## src/rtl/life_pkg.sv

```systemverilog
// Shared types and defaults for the Game-of-Life generation sequencer.
// Contents: default board geometry, sequencer state encoding, and the
// generation counter width.
package life_pkg;

    localparam int unsigned ROWS_DEF  = 8;
    localparam int unsigned ROW_W_DEF = 8;
    localparam int unsigned GEN_CNT_W = 16;

    typedef enum logic [2:0] {
        IDLE,
        RA,
        RC,
        RB,
        CAP,
        WR,
        FLIP
    } seq_state_t;

endpackage

```

## src/rtl/life_row_ptr.sv

```systemverilog
// Row pointer for the generation sequencer.
// Holds the current row index and presents the toroidally wrapped indices
// of the rows above and below it.
// Ports: clk, rst_n (async active-low), clr (row <= 0, wins over inc),
//        inc (row <= row + 1), row / above / below (AW-bit indices).
module life_row_ptr
    import life_pkg::*;
#(
    parameter int unsigned AW = 3
) (
    input  logic          clk,
    input  logic          rst_n,
    input  logic          clr,
    input  logic          inc,
    output logic [AW-1:0] row,
    output logic [AW-1:0] above,
    output logic [AW-1:0] below
);

    // Current row register
    always_ff @(posedge clk or negedge rst_n) begin
        if (!rst_n) begin
            row <= '0;
        end else if (clr) begin
            row <= '0;
        end else if (inc) begin
            row <= row + AW'(1);
        end
    end

    // Board height is a power of two, so AW-bit wraparound gives the torus
    assign above = row - AW'(1);
    assign below = row + AW'(1);

endmodule

```

## src/rtl/life_gen_sequencer.sv

```systemverilog
// Generation scheduler for the Game-of-Life row datapath.
// Walks the active (read) bank row by row, fetching the rows above, at and
// below each row onto rd1/rd2/rd3, writes the datapath's new_r into the
// inactive bank, and flips banks at the end of each generation. In IDLE it
// also grants host load/readback access to the active bank.
// Ports:
//   ph1, reset        clock (rising edge), async active-low reset
//   start, run        single-generation request / free-run enable
//   busy, gen_done    not-IDLE status, one-cycle pulse in FLIP
//   gen_count, bank   completed generations, active bank
//   mem_*             single-read / single-write row memory interface
//   rd1, rd2, rd3     rows above / current / below to the datapath
//   new_r             next-state row from the datapath
//   host_*            host access request / grant / readback
// Optional build macro LIFE_STILL_DETECT_EN adds output `still`: a generation
// whose every new row equals its old row stops free-running.
module life_gen_sequencer
    import life_pkg::*;
#(
    parameter int unsigned ROWS  = ROWS_DEF,
    parameter int unsigned ROW_W = ROW_W_DEF,
    parameter int unsigned AW    = $clog2(ROWS)
) (
    input  logic                 ph1,
    input  logic                 reset,
    input  logic                 start,
    input  logic                 run,
    output logic                 busy,
    output logic                 gen_done,
    output logic [GEN_CNT_W-1:0] gen_count,
    output logic                 bank,
    output logic                 mem_re,
    output logic [AW:0]          mem_raddr,
    input  logic [ROW_W-1:0]     mem_rdata,
    output logic                 mem_we,
    output logic [AW:0]          mem_waddr,
    output logic [ROW_W-1:0]     mem_wdata,
    output logic [ROW_W-1:0]     rd1,
    output logic [ROW_W-1:0]     rd2,
    output logic [ROW_W-1:0]     rd3,
    input  logic [ROW_W-1:0]     new_r,
    input  logic                 host_req,
    input  logic                 host_wr,
    input  logic [AW-1:0]        host_row,
    input  logic [ROW_W-1:0]     host_wdata,
    output logic                 host_ack,
    output logic [ROW_W-1:0]     host_rdata
`ifdef LIFE_STILL_DETECT_EN
    ,
    output logic                 still
`endif
);

    seq_state_t    state;
    logic [AW-1:0] row;
    logic [AW-1:0] above;
    logic [AW-1:0] below;
    logic          row_clr;
    logic          row_inc;
    logic          last_row;
    logic          host_rd_pend;
`ifdef LIFE_STILL_DETECT_EN
    logic          still_flag;
`endif

    life_row_ptr #(.AW(AW)) u_row_ptr (
        .clk   (ph1),
        .rst_n (reset),
        .clr   (row_clr),
        .inc   (row_inc),
        .row   (row),
        .above (above),
        .below (below)
    );

    assign last_row = (row == AW'(ROWS - 1));
    assign busy     = (state != IDLE);
    assign gen_done = (state == FLIP);

    // Memory strobes, host grant and row pointer control decoded from state
    always_comb begin
        mem_re    = 1'b0;
        mem_raddr = {bank, row};
        mem_we    = 1'b0;
        mem_waddr = {~bank, row};
        mem_wdata = new_r;
        host_ack  = 1'b0;
        row_clr   = 1'b0;
        row_inc   = 1'b0;
        case (state)
            IDLE: begin
                if (host_req) begin
                    host_ack = 1'b1;
                    if (host_wr) begin
                        mem_we    = 1'b1;
                        mem_waddr = {bank, host_row};
                        mem_wdata = host_wdata;
                    end else begin
                        mem_re    = 1'b1;
                        mem_raddr = {bank, host_row};
                    end
                end else if (start || run) begin
                    row_clr = 1'b1;
                end
            end
            RA: begin
                mem_re    = 1'b1;
                mem_raddr = {bank, above};
            end
            RC: begin
                mem_re    = 1'b1;
                mem_raddr = {bank, row};
            end
            RB: begin
                mem_re    = 1'b1;
                mem_raddr = {bank, below};
            end
            WR: begin
                mem_we  = 1'b1;
                row_inc = !last_row;
            end
            FLIP: begin
                row_clr = 1'b1;
            end
            default: begin
            end
        endcase
    end

    // Sequencer state, row capture, bank/generation bookkeeping, host readback
    always_ff @(posedge ph1 or negedge reset) begin
        if (!reset) begin
            state        <= IDLE;
            bank         <= 1'b0;
            gen_count    <= '0;
            rd1          <= '0;
            rd2          <= '0;
            rd3          <= '0;
            host_rd_pend <= 1'b0;
            host_rdata   <= '0;
`ifdef LIFE_STILL_DETECT_EN
            still        <= 1'b0;
            still_flag   <= 1'b1;
`endif
        end else begin
            // Read data returns one cycle after the grant; register it then
            host_rd_pend <= host_ack && !host_wr;
            if (host_rd_pend) begin
                host_rdata <= mem_rdata;
            end
            case (state)
                IDLE: begin
                    if (!host_req && (start || run)) begin
                        state <= RA;
`ifdef LIFE_STILL_DETECT_EN
                        still      <= 1'b0;
                        still_flag <= 1'b1;
`endif
                    end
                end
                RA: state <= RC;
                RC: begin
                    rd1   <= mem_rdata;
                    state <= RB;
                end
                RB: begin
                    rd2   <= mem_rdata;
                    state <= CAP;
                end
                CAP: begin
                    rd3   <= mem_rdata;
                    state <= WR;
                end
                WR: begin
`ifdef LIFE_STILL_DETECT_EN
                    still_flag <= still_flag && (new_r == rd2);
`endif
                    state <= last_row ? FLIP : RA;
                end
                FLIP: begin
                    bank      <= ~bank;
                    gen_count <= gen_count + GEN_CNT_W'(1);
`ifdef LIFE_STILL_DETECT_EN
                    still      <= still_flag;
                    still_flag <= 1'b1;
                    state      <= (run && !still_flag) ? RA : IDLE;
`else
                    state <= run ? RA : IDLE;
`endif
                end
                default: state <= IDLE;
            endcase
        end
    end

endmodule
```

## config.mk

```make
export PLATFORM = sky130hd
export DESIGN_NAME = life_gen_sequencer
export DESIGN_NICKNAME = d
export VERILOG_FILES = /design/src/rtl/life_pkg.sv /design/src/rtl/life_row_ptr.sv /design/src/rtl/life_gen_sequencer.sv
export SDC_FILE = /design/constraint.sdc
export NUM_CORES = 1
export LEC_CHECK = 0
export ABC_AREA = 1
export CORE_ASPECT_RATIO = 0.75
export CORE_MARGIN = 2
export CORE_UTILIZATION = 44
export DETAILED_ROUTE_END_ITERATION = 8
export GPL_ROUTABILITY_DRIVEN = 0
export PLACE_DENSITY = 0.8
export SYNTH_ARGS = -nofsm -noshare
export SYNTH_HDL_FRONTEND = slang
export SYNTH_SLANG_ARGS = --single-unit
```

## constraint.sdc

```tcl
create_clock -name ph1 -period 2.3 [get_ports ph1]
set_clock_uncertainty 0.2 [all_clocks]
set_input_delay 0.69 -clock ph1 [delete_from_list [all_inputs] [get_ports ph1]]
set_output_delay 0.69 -clock ph1 [all_outputs]
set_load 0.03 [all_outputs]
```

==> results of run 1 <==
layout by cell type, fill, tap and decap left out, drive strengths merged:
master,count
dlygate4sd2,17
clkdlybuf4s50,59
xor2,9
o211ai,1
a21oi,16
o22ai,1
dfrtp,56
o21ai,34
dlymetal6s2s,3
nand4,2
nor2,35
nand3,23
a31oi,1
clkbuf,5
inv,37
o22a,1
buf,44
nand3b,2
nor3,2
nand2,74
ha,4
bufinv,2
xnor2,5
cells in the mapped netlist (3+ instances only):
cell      count
a21oi_1      15
nand3_1      22
dfrtp_1      56
buf_2         3
xnor2_1       5
clkbuf_1      3
o21ai_0      34
xor2_1        9
nand2_1      71
buf_6         3
ha_1          4
inv_1        35
nor2_1       31
cell type report:
class / instances / area [um2] / share of cell area (%)
clock buffers: 5 / 68.8 / 1.62
inverters: 37 / 146 / 3.44
multi-input cells: 210 / 1290 / 30.4
flip-flops and latches: 56 / 1400 / 33.0
well taps: 78 / 97.6 / 2.29
repair buffers: 123 / 1190 / 27.9
clock inverters: 2 / 60.1 / 1.41
how the worst min path moves through the flow:
stage / end / slack, ns / cells after the start
final: host_rdata[6] / 0.16 / 2
after global routing: rd1[6] / 0.17 / 2
after CTS: host_rdata[6] / 0.17 / 2
after detailed placement: rd1[0] / 0.27 / 2
after global placement: rd2[5] / 0.26 / 2
after floorplan: bank / 0.19 / 0
flip-flops by register name, summed over array words and instances, names as in the netlist:
name,flops
host_rdata,8
rd1,8
u_row_ptr.row,3
gen_count,16
state,3
host_rd_pend,1
rd2,8
rd3,8
bank,1
where the power goes:
group          internal (W)  leakage, nW  switching (W)
combinational       0.00138         1.37        0.00202
clock              0.000429       0.0642       0.000312
sequential          0.00134        0.701       0.000260
metrics by stage:
step                      area (um2)  hold slack (ns)  utilization, %  cells  power [W]
after floorplan                 2790            0.194               -    313    0.00349
after global placement          3870            0.265            65.8    493    0.00456
after detailed placement        3870            0.274            65.8    493    0.00464
final                           4260            0.159            72.4    511    0.00575
after global routing            4260            0.173            72.4    511    0.00604
after CTS                       4150            0.167            70.6    509    0.00558
per-layer routing:
layer,global-route usage (%),vias to the layer above,part of all wire [%]
met2,34.8,106,49
met4,4.99,0,1.3
met5,0,-,0
li1,-,1235,-
met3,5.30,14,7.5
met1,29.1,1251,43
kinds of logic after synthesis:
group	synth area share (%)
AO/OA/AOI/OAI	10.5
XOR/XNOR	4.54
adder cells (fa/ha/maj)	1.85
buffers and inverters	7.91
flip-flops	51.8
AND/OR/NAND/NOR	23.4
repair_timing:
action,CTS,global route
pin swaps,10,7
cloned,2,0
gates resized for setup,63,23
setup endpoints to repair,32,22
setup buffers,7,2
==> metrics.md, run 1 <==
| Metric | Value |
|---|---|
| Worst-Margin Slew | 0.552 ns |
| Worst Path Required | 1.41 ns |
| Fmax achieved | 398 MHz |
| Arr. time, crit path | 1.62 ns |
| Port-buffer cells | 102 |
| I/O pins | 103 |
| Critical path type | flip-flop to output pin |
| Critical-path cell list | buf_4, inv_2, nand3_2, nor2_1, a21oi_1, o211ai_1, buf_4 |
| Post-synth EDFFs | 0 |
| Critical path peak fanout | 6 |
| Levels on crit path | 7 |
| Crit path launch type | flip-flop |
| Hold buffers post-CTS | 0 |
| Ys flop type | dfrtp_1 |
| Dpl ws | -0.674 ns |
| PD cells | 1350 nW/um2 |
| Share of cells above drive strength 1 | 24.0% |
| MaxCap Viol Count | 0 |
| Final hold violations | 0 |
| CP Launch Point | state[1] |
| WL/cell | 15.3 um |
| Failing checks | negative setup slack |
| Iter 0 DRT Violations | 169 |
| Worst reg2reg endpoint | gen_count[15] |
| RSZ-0062 raised after global routing | yes |
| Crit path max-delay cell type | dfrtp_2 |
| Inserted Diodes | 0 |
| Row count | 24 |
| Yosys top cell by area | dfrtp_1 |
| CP dominant cell by count | buf_4 |
| GRT Resource Usage Total | 21.3% |
| Outcome | complete, but fails checks |
| Slew Viols, Final | 0 |
| Reg clk slew, reported paths | 0.09 ns |
| Vias per cell | 5.10 |
| Hold Crit Class | input port to async pin |
| Via count | 2606 |
| Die area | 6790 um2 |
| Core Area | 5890 um2 |
| Antenna violations before repair | 0 |
| Crit. End Element | output pin |
| Worst path buffer plus inverter count | 3 |
| Worst VDD drop | 717 uV |
| H-tree Lvls | 2 |
| Critical path's largest stage delay | 0.45 ns |
| Fillcell total | 443 |
| Dpl hpwl | 5070 um |
| Crit Reg-Reg Startpoint | state[0] |
| Setup tns final | -3.21 ns |
| Final Critical Period | 2.51 ns |
| Die width | 94.5 um |
| CP delay by family, top | buffers and inverters |
| Post-synthesis cell type count | 27 |
| Synthesized area | 2700 um2 |
| Clk root buf | clkbuf_8 |
| Final worst slack | -0.213 ns |
| Antenna-violating nets left | 0 |
| Global route overflow | 0 |
| Critical path destination | mem_raddr[1] |
| Crit share post-route | 109% |
| Reg2reg setup slack | 0.51 ns |
| Area growth, synth to finish | 57.6% |
| Clock Sinks | 56 |
| CTS Buffer Depth | 2 |
| Die Y | 71.9 um |
| Initial Utilization | 45.9% |
| Flops & latches, synth | 56 |
| Global-route wire length before repair | 11500 um |
| Largest cells by area after synthesis | dfrtp_1 (52%), nand2_1 (9.9%), o21ai_0 (6.3%), inv_1 (4.9%), nor2_1 (4.3%) |
| Vias in the first global route | 2412 |
| Worst-Skew Late Latency | 0.31 ns |
| Synth top area share | 51.8% |
| Drt first pass iters | 5 |
| Post-Syn Nets | 350 |
| WL final | 7800 um |
| YS warnings | 0 |
| FF-to-FF path depth | 8 |
| Syn Area/Cell | 8.64 um2 |
| Synth Instances | 313 |
| # DRC | 0 |
| Largest net degree at the start of global routing | 57 |
| Sequential element share of the synthesized area | 51.8% |
| Num CTS Buffers | 5 |
| LEAKAGE | 2.14 nW |
| Setup violations, final | 18 |
| TritonCTS clock tree | built |
| FFs w/ async S/R, synth | 100% |
| Layout net count | 470 |
| Max-slew headroom | 63.1% |
No activity file was read; power rests on OpenSTA's default activity.
==> run 2, diff against run 1 <==
Settings changed: HOLD_SLACK_MARGIN set to 0.05.
==> results of run 2 <==
No change in the layout: final DEF, timing and power equal those of run 1.
==> run 3, diff against run 2 <==
Settings changed: CORE_ASPECT_RATIO 0.75 to 0.9.
==> metrics.md, run 3 (synthesis gave the netlist of run 1 again) <==
| Metric | Value |
|---|---|
| Global-route wire length before repair | 11700 um |
| Reg clk slew, reported paths | 0.10 ns |
| Setup tns final | -2.94 ns |
| TritonCTS clock tree | built |
| Crit path launch type | flip-flop |
| Die width | 86.6 um |
| Inserted Diodes | 0 |
| Final hold violations | 0 |
| Critical path peak fanout | 4 |
| GRT Resource Usage Total | 21.5% |
| Worst Path Required | 1.41 ns |
| CP Launch Point | state[0] |
| Vias in the first global route | 2444 |
| CP dominant cell by count | nor2_8 |
| Critical path type | flip-flop to output pin |
| LEAKAGE | 2.12 nW |
| I/O pins | 103 |
| PD cells | 1310 nW/um2 |
| Placed insts | 489 |
| WL final | 7300 um |
| Num CTS Buffers | 5 |
| Via count | 2490 |
| Most frequent cells in the layout | clkdlybuf4s50_1 (61), nand2_1 (58), dfrtp_1 (54) |
| Area growth, synth to finish | 58.4% |
| Global route overflow | 0 |
| Failing checks | negative setup slack |
| Clock Sinks | 56 |
| H-tree Lvls | 2 |
| Antenna-violating nets left | 0 |
| Die area | 6790 um2 |
| Worst-Skew Late Latency | 0.30 ns |
| Max-slew headroom | 65.4% |
| WL/cell | 14.4 um |
| Antenna violations before repair | 0 |
| Critical path destination | mem_wdata[6] |
| Final Critical Period | 2.52 ns |
| Vias per cell | 4.90 |
| Crit share post-route | 109% |
| Core Area | 6010 um2 |
| Initial Utilization | 45.0% |
| Arr. time, crit path | 1.63 ns |
| Layout net count | 472 |
| Reg2reg setup slack | 0.48 ns |
| Post-layout util | 71.2% |
| Largest net degree at the start of global routing | 31 |
| Largest register FFs | 16 |
| Crit Reg-Reg Startpoint | state[0] |
| Hold buffers post-CTS | 0 |
| Outcome | complete, but fails checks |
| Top reg by flops | gen_count |
| Worst path buffer plus inverter count | 2 |
| Levels on crit path | 7 |
| FF-to-FF path depth | 8 |
| Drt first pass iters | 4 |
| Iter 0 DRT Violations | 98 |
| MaxCap Viol Count | 0 |
| Critical path's largest stage delay | 0.45 ns |
| Port-buffer cells | 102 |
| Share of cells above drive strength 1 | 25.2% |
| Crit path max-delay cell type | dfrtp_2 |
| Critical-path cell list | nor2_8, nand2_8, nor2_8, buf_6, nand3_1, nand2_2, buf_4 |
| Hold Crit Class | input port to async pin |
| # DRC | 0 |
| Dpl hpwl | 5140 um |
| Die Y | 78.4 um |
| CP delay by family, top | simple AND/OR/NAND/NOR gates |
| Clk root buf | clkbuf_8 |
| Worst VDD drop | 871 uV |
| Final worst slack | -0.218 ns |
| CTS Buffer Depth | 2 |
| Setup violations, final | 17 |
| Slew Viols, Final | 0 |
| Non-filler cells, final | 508 |
| Commonest non-fill, non-tap cell in the layout | clkdlybuf4s50_1 |
| Worst-Margin Slew | 0.519 ns |
| Crit. End Element | output pin |
| Fmax achieved | 397 MHz |
| Worst reg2reg endpoint | gen_count[15] |
| RSZ-0062 raised after global routing | yes |
| Row count | 27 |
run 3: metal layers:
metal  up-vias  share of wire (%)  GRT usage [%]
met5         -                  0              0
met4         0                1.7           5.47
met3        11                5.7           4.10
met2        80                 49           35.7
met1      1165                 43           29.0
li1       1234                  -              -
run 3: repair_timing:
action	CTS	global route
gates resized for setup	67	27
pin swaps	13	12
gates cloned	2	0
setup buffers	4	5
endpoints found under the setup margin	30	21
run 3: final cells by class:
cell class | instances | area, um2
Timing Repair Buffer | 125 | 1220
Fill cell | 455 | 1730
Tap cell | 72 | 90.1
Clock inverter | 2 | 35.0
Clock buffer | 6 | 72.6
Inverter | 37 | 146
Multi-Input combinational cell | 210 | 1320
Sequential cell | 56 | 1400
run 3: how the worst min path moves through the flow:
stage                start  endpoint  cells after the start  slack [ns]
floorplan            reset      bank                      0        0.19
global placement    rd2[4]    rd2[4]                      2        0.27
detailed placement  rd1[0]    rd1[0]                      2        0.27
CTS                  reset    rd2[6]                      2        0.18
global route         reset    rd2[6]                      2        0.20
finish               reset    rd2[6]                      2        0.17
run 3: power by group:
| part | internal, W | switching [W] |
|---|---|---|
| Clock | 0.000324 | 0.000305 |
| Combinational | 0.00140 | 0.00198 |
| Sequential | 0.00134 | 0.000267 |
run 3: worst register-to-register path: cells and delay by family (launching register included):
| kind | cells | cell delay, ns |
|---|---|---|
| DFF | 1 | 0.45 |
| buffers and inverters | 3 | 0.45 |
| and+or+nand+nor | 4 | 0.43 |
| AOI/OAI and AO/OA | 1 | 0.18 |
run 3: per-stage QoR:
| step | instance area [um2] | hold slack, ns | setup WS [ns] | total power [W] |
|---|---|---|---|---|
| floorplan | 2790 | 0.194 | -0.0790 | 0.00349 |
| global placement | 3870 | 0.266 | -0.573 | 0.00459 |
| CTS | 4140 | 0.180 | -0.216 | 0.00546 |
| global route | 4280 | 0.195 | -0.296 | 0.00593 |
| finish | 4280 | 0.175 | -0.218 | 0.00562 |
| detailed placement | 3870 | 0.274 | -0.605 | 0.00467 |
==> edit (settings of run 3) <==
Add a define of `LIFE_STILL_DETECT_EN`.
--- a/src/rtl/life_gen_sequencer.sv
+++ b/src/rtl/life_gen_sequencer.sv
@@ -14,6 +14,8 @@
 //   host_*            host access request / grant / readback
 // Optional build macro LIFE_STILL_DETECT_EN adds output `still`: a generation
 // whose every new row equals its old row stops free-running.
+`define LIFE_STILL_DETECT_EN
+
 module life_gen_sequencer
     import life_pkg::*;
 #(
Check against the original RTL (old outputs only; new: still): no difference found for any inputs over 10 cycles, from zero or initial values and one cycle with reset low; that may be too few to reach the edited logic, so the function may still have changed.
==> edit against run 3 <==
  * The run still ends with negative setup slack left
  * Register-to-register slack improved by 0.08 ns
  * Critical path depth increased by 2
  * Wire length is 6.5% higher
  * Synthesized cell count is 7.7% higher
  * Global-route usage up 0.20 points
  * Cell count increased by 14%
  * Count of clock-buffer cells in the layout rose by 4
  * Setup slack got worse by 0.064 ns
  * Synthesized area rose by 7.0%
  * Power increased by 8.9%
  * Sequential cell count increased by 2
  * Design area up 9.6%
  * Fmax shrank 2.5%
  * First-iteration DRC count increased by 39%
  * Critical path type unchanged
==> edit: results (changes against run 3) <==
finish:
  largest_reg_flops: 16  # unchanged
  max_flop_register: "gen_count"
  nFillCells: 479  # +5.3%
  nNetsFinal: 521  # +10%
  final_layout_size_suffix_gt1_frac: 0.277  # +0.0249
synth:
  syn-num-nets: 374  # +6.9%
  ys_types: 32  # +19%
  ys_top_cells_by_count: "82 x nand2_1, 57 x dfrtp_1, 39 x inv_1"
  synth_area_per_cell_um2: 8.58  # -0.63%
  ys_seq_area_frac: 0.502  # -0.0161
  synth.area.top_cells: "dfrtp_1 49%, nand2_1 11%, o21ai_0 5.5%, inv_1 5.1%, nor2_1 3.8%"
worst_hold_path:
  min_path_type: "input pin to async pin"
pwr:
  total_power_mw: 6.12  # +8.9%
  pg_comb_mw: 3.59  # +6.2%
  p_sw_mw: 2.74  # +7.3%
  clock_power_share: 0.139  # +0.027
  power_leakage_nw: 2.39  # +13%
  vdd_drop_max_mv: 0.615  # -29%
routing:
  vias: 2748  # +10%
  drt_iter0_drc: 136  # +39%
sta:
  worstMarginPinSlew_ns: 0.523  # +0.00403 ns
  setup_viol: 17  # unchanged
  setup_slack_ns: -0.282  # -0.0641 ns
  holdWs_ns: 0.133  # -0.0417 ns
critical_path:
  cp_max_fo: 10  # +6
  r2r_cells: 10  # +2
  r2r-end: "gen_count[15]"
  endpoint: "mem_wdata[5]"
  startpoint: "state[1]"
  ff2ff_setup_slack_ns: 0.56  # +0.08 ns
clocking:
  clk_pin_slew_ns: 0.07  # -0.03 ns
  cts_buffers: 9  # +4
  h-tree-depth: 3  # +1
  clk_latency_ns: 0.33  # +0.03 ns
status:
  status: "complete, but fails checks"
  violations: "negative setup slack"
global_route:
  grt.total_usage: 0.217  # +0.00201
  grt_pass1_vias: 2551  # +4.4%
  grt_pass1_wl_um: 11900  # +2.4%
placed_design:
  dp_cells: 554  # +13%
  hpwl_um: 5700  # +11%
  numPortBuffers: 103  # +0.98%
  dp_worst_setup_slack_ns: -0.691  # -0.0864 ns
==> edit: changes by cell type in the layout (fill, tap and decap cells not counted), moves of 4 or more <==
cell             before  now
xnor2_1               5   11
buf_4                23   46
clkdlybuf4s50_1      61   56
nand2_4               4    9
clkbuf_8              5    9
buf_6                20   16
nand2_1              58   72
dlygate4sd2_1        15   21
a21oi_4               1    6
inv_1                27   31
nand2_2              10    6
==> edit: repair_timing <==
| action | in CTS | in global routing |
|---|---|---|
| cloned | 1 | 0 |
| pin swaps | 2 | 5 |
| endpoints found under the setup margin | 39 | 23 |
| gates resized for setup | 59 | 15 |
| buffers inserted | 4 | 4 |
==> edit: routing by layer <==
layer / GRT usage / routed length, um
met1: 0.279 / 3450
met2: 0.360 / 3770
met3: 0.0498 / 439
met4: 0.0746 / 129
met5: 0 / 0
==> edit: area by class of cell <==
class,count,area share
Clock inverter,4,0.00960
Clock buffer,10,0.0272
Inverter,42,0.0363
Multi-Input combinational cell,228,0.305
Sequential cell,58,0.310
Timing Repair Buffer,145,0.288
Tap cell,90,0.0240
==> edit: kinds of logic after synthesis <==
family | count (synthesis) | share of synthesized area
xor+xnor | 20 | 0.0606
fa+ha+maj | 4 | 0.0173
compound gates | 54 | 0.100
mux | 1 | 0.00346
flops | 58 | 0.502
simple gates | 148 | 0.240
buf+inv | 52 | 0.0766
==> edit: critical path, cell delays in order, from the launching register on <==
cell and delay [ns]:
dfrtp_2 0.41, inv_2 0.07, nand2_4 0.06, nor2_4 0.13
inv_6 0.06, nor2_8 0.14, nand2_8 0.10, buf_4 0.15
a21oi_4 0.11, buf_6 0.14
==> edit: stage by stage <==
step	area [um2]	TNS, ns
after floorplan	3030	-1.13
after global placement	4320	-9.49
after detailed placement	4320	-10.35
after CTS	4590	-4.58
after global routing	4690	-5.41
final	4690	-3.94
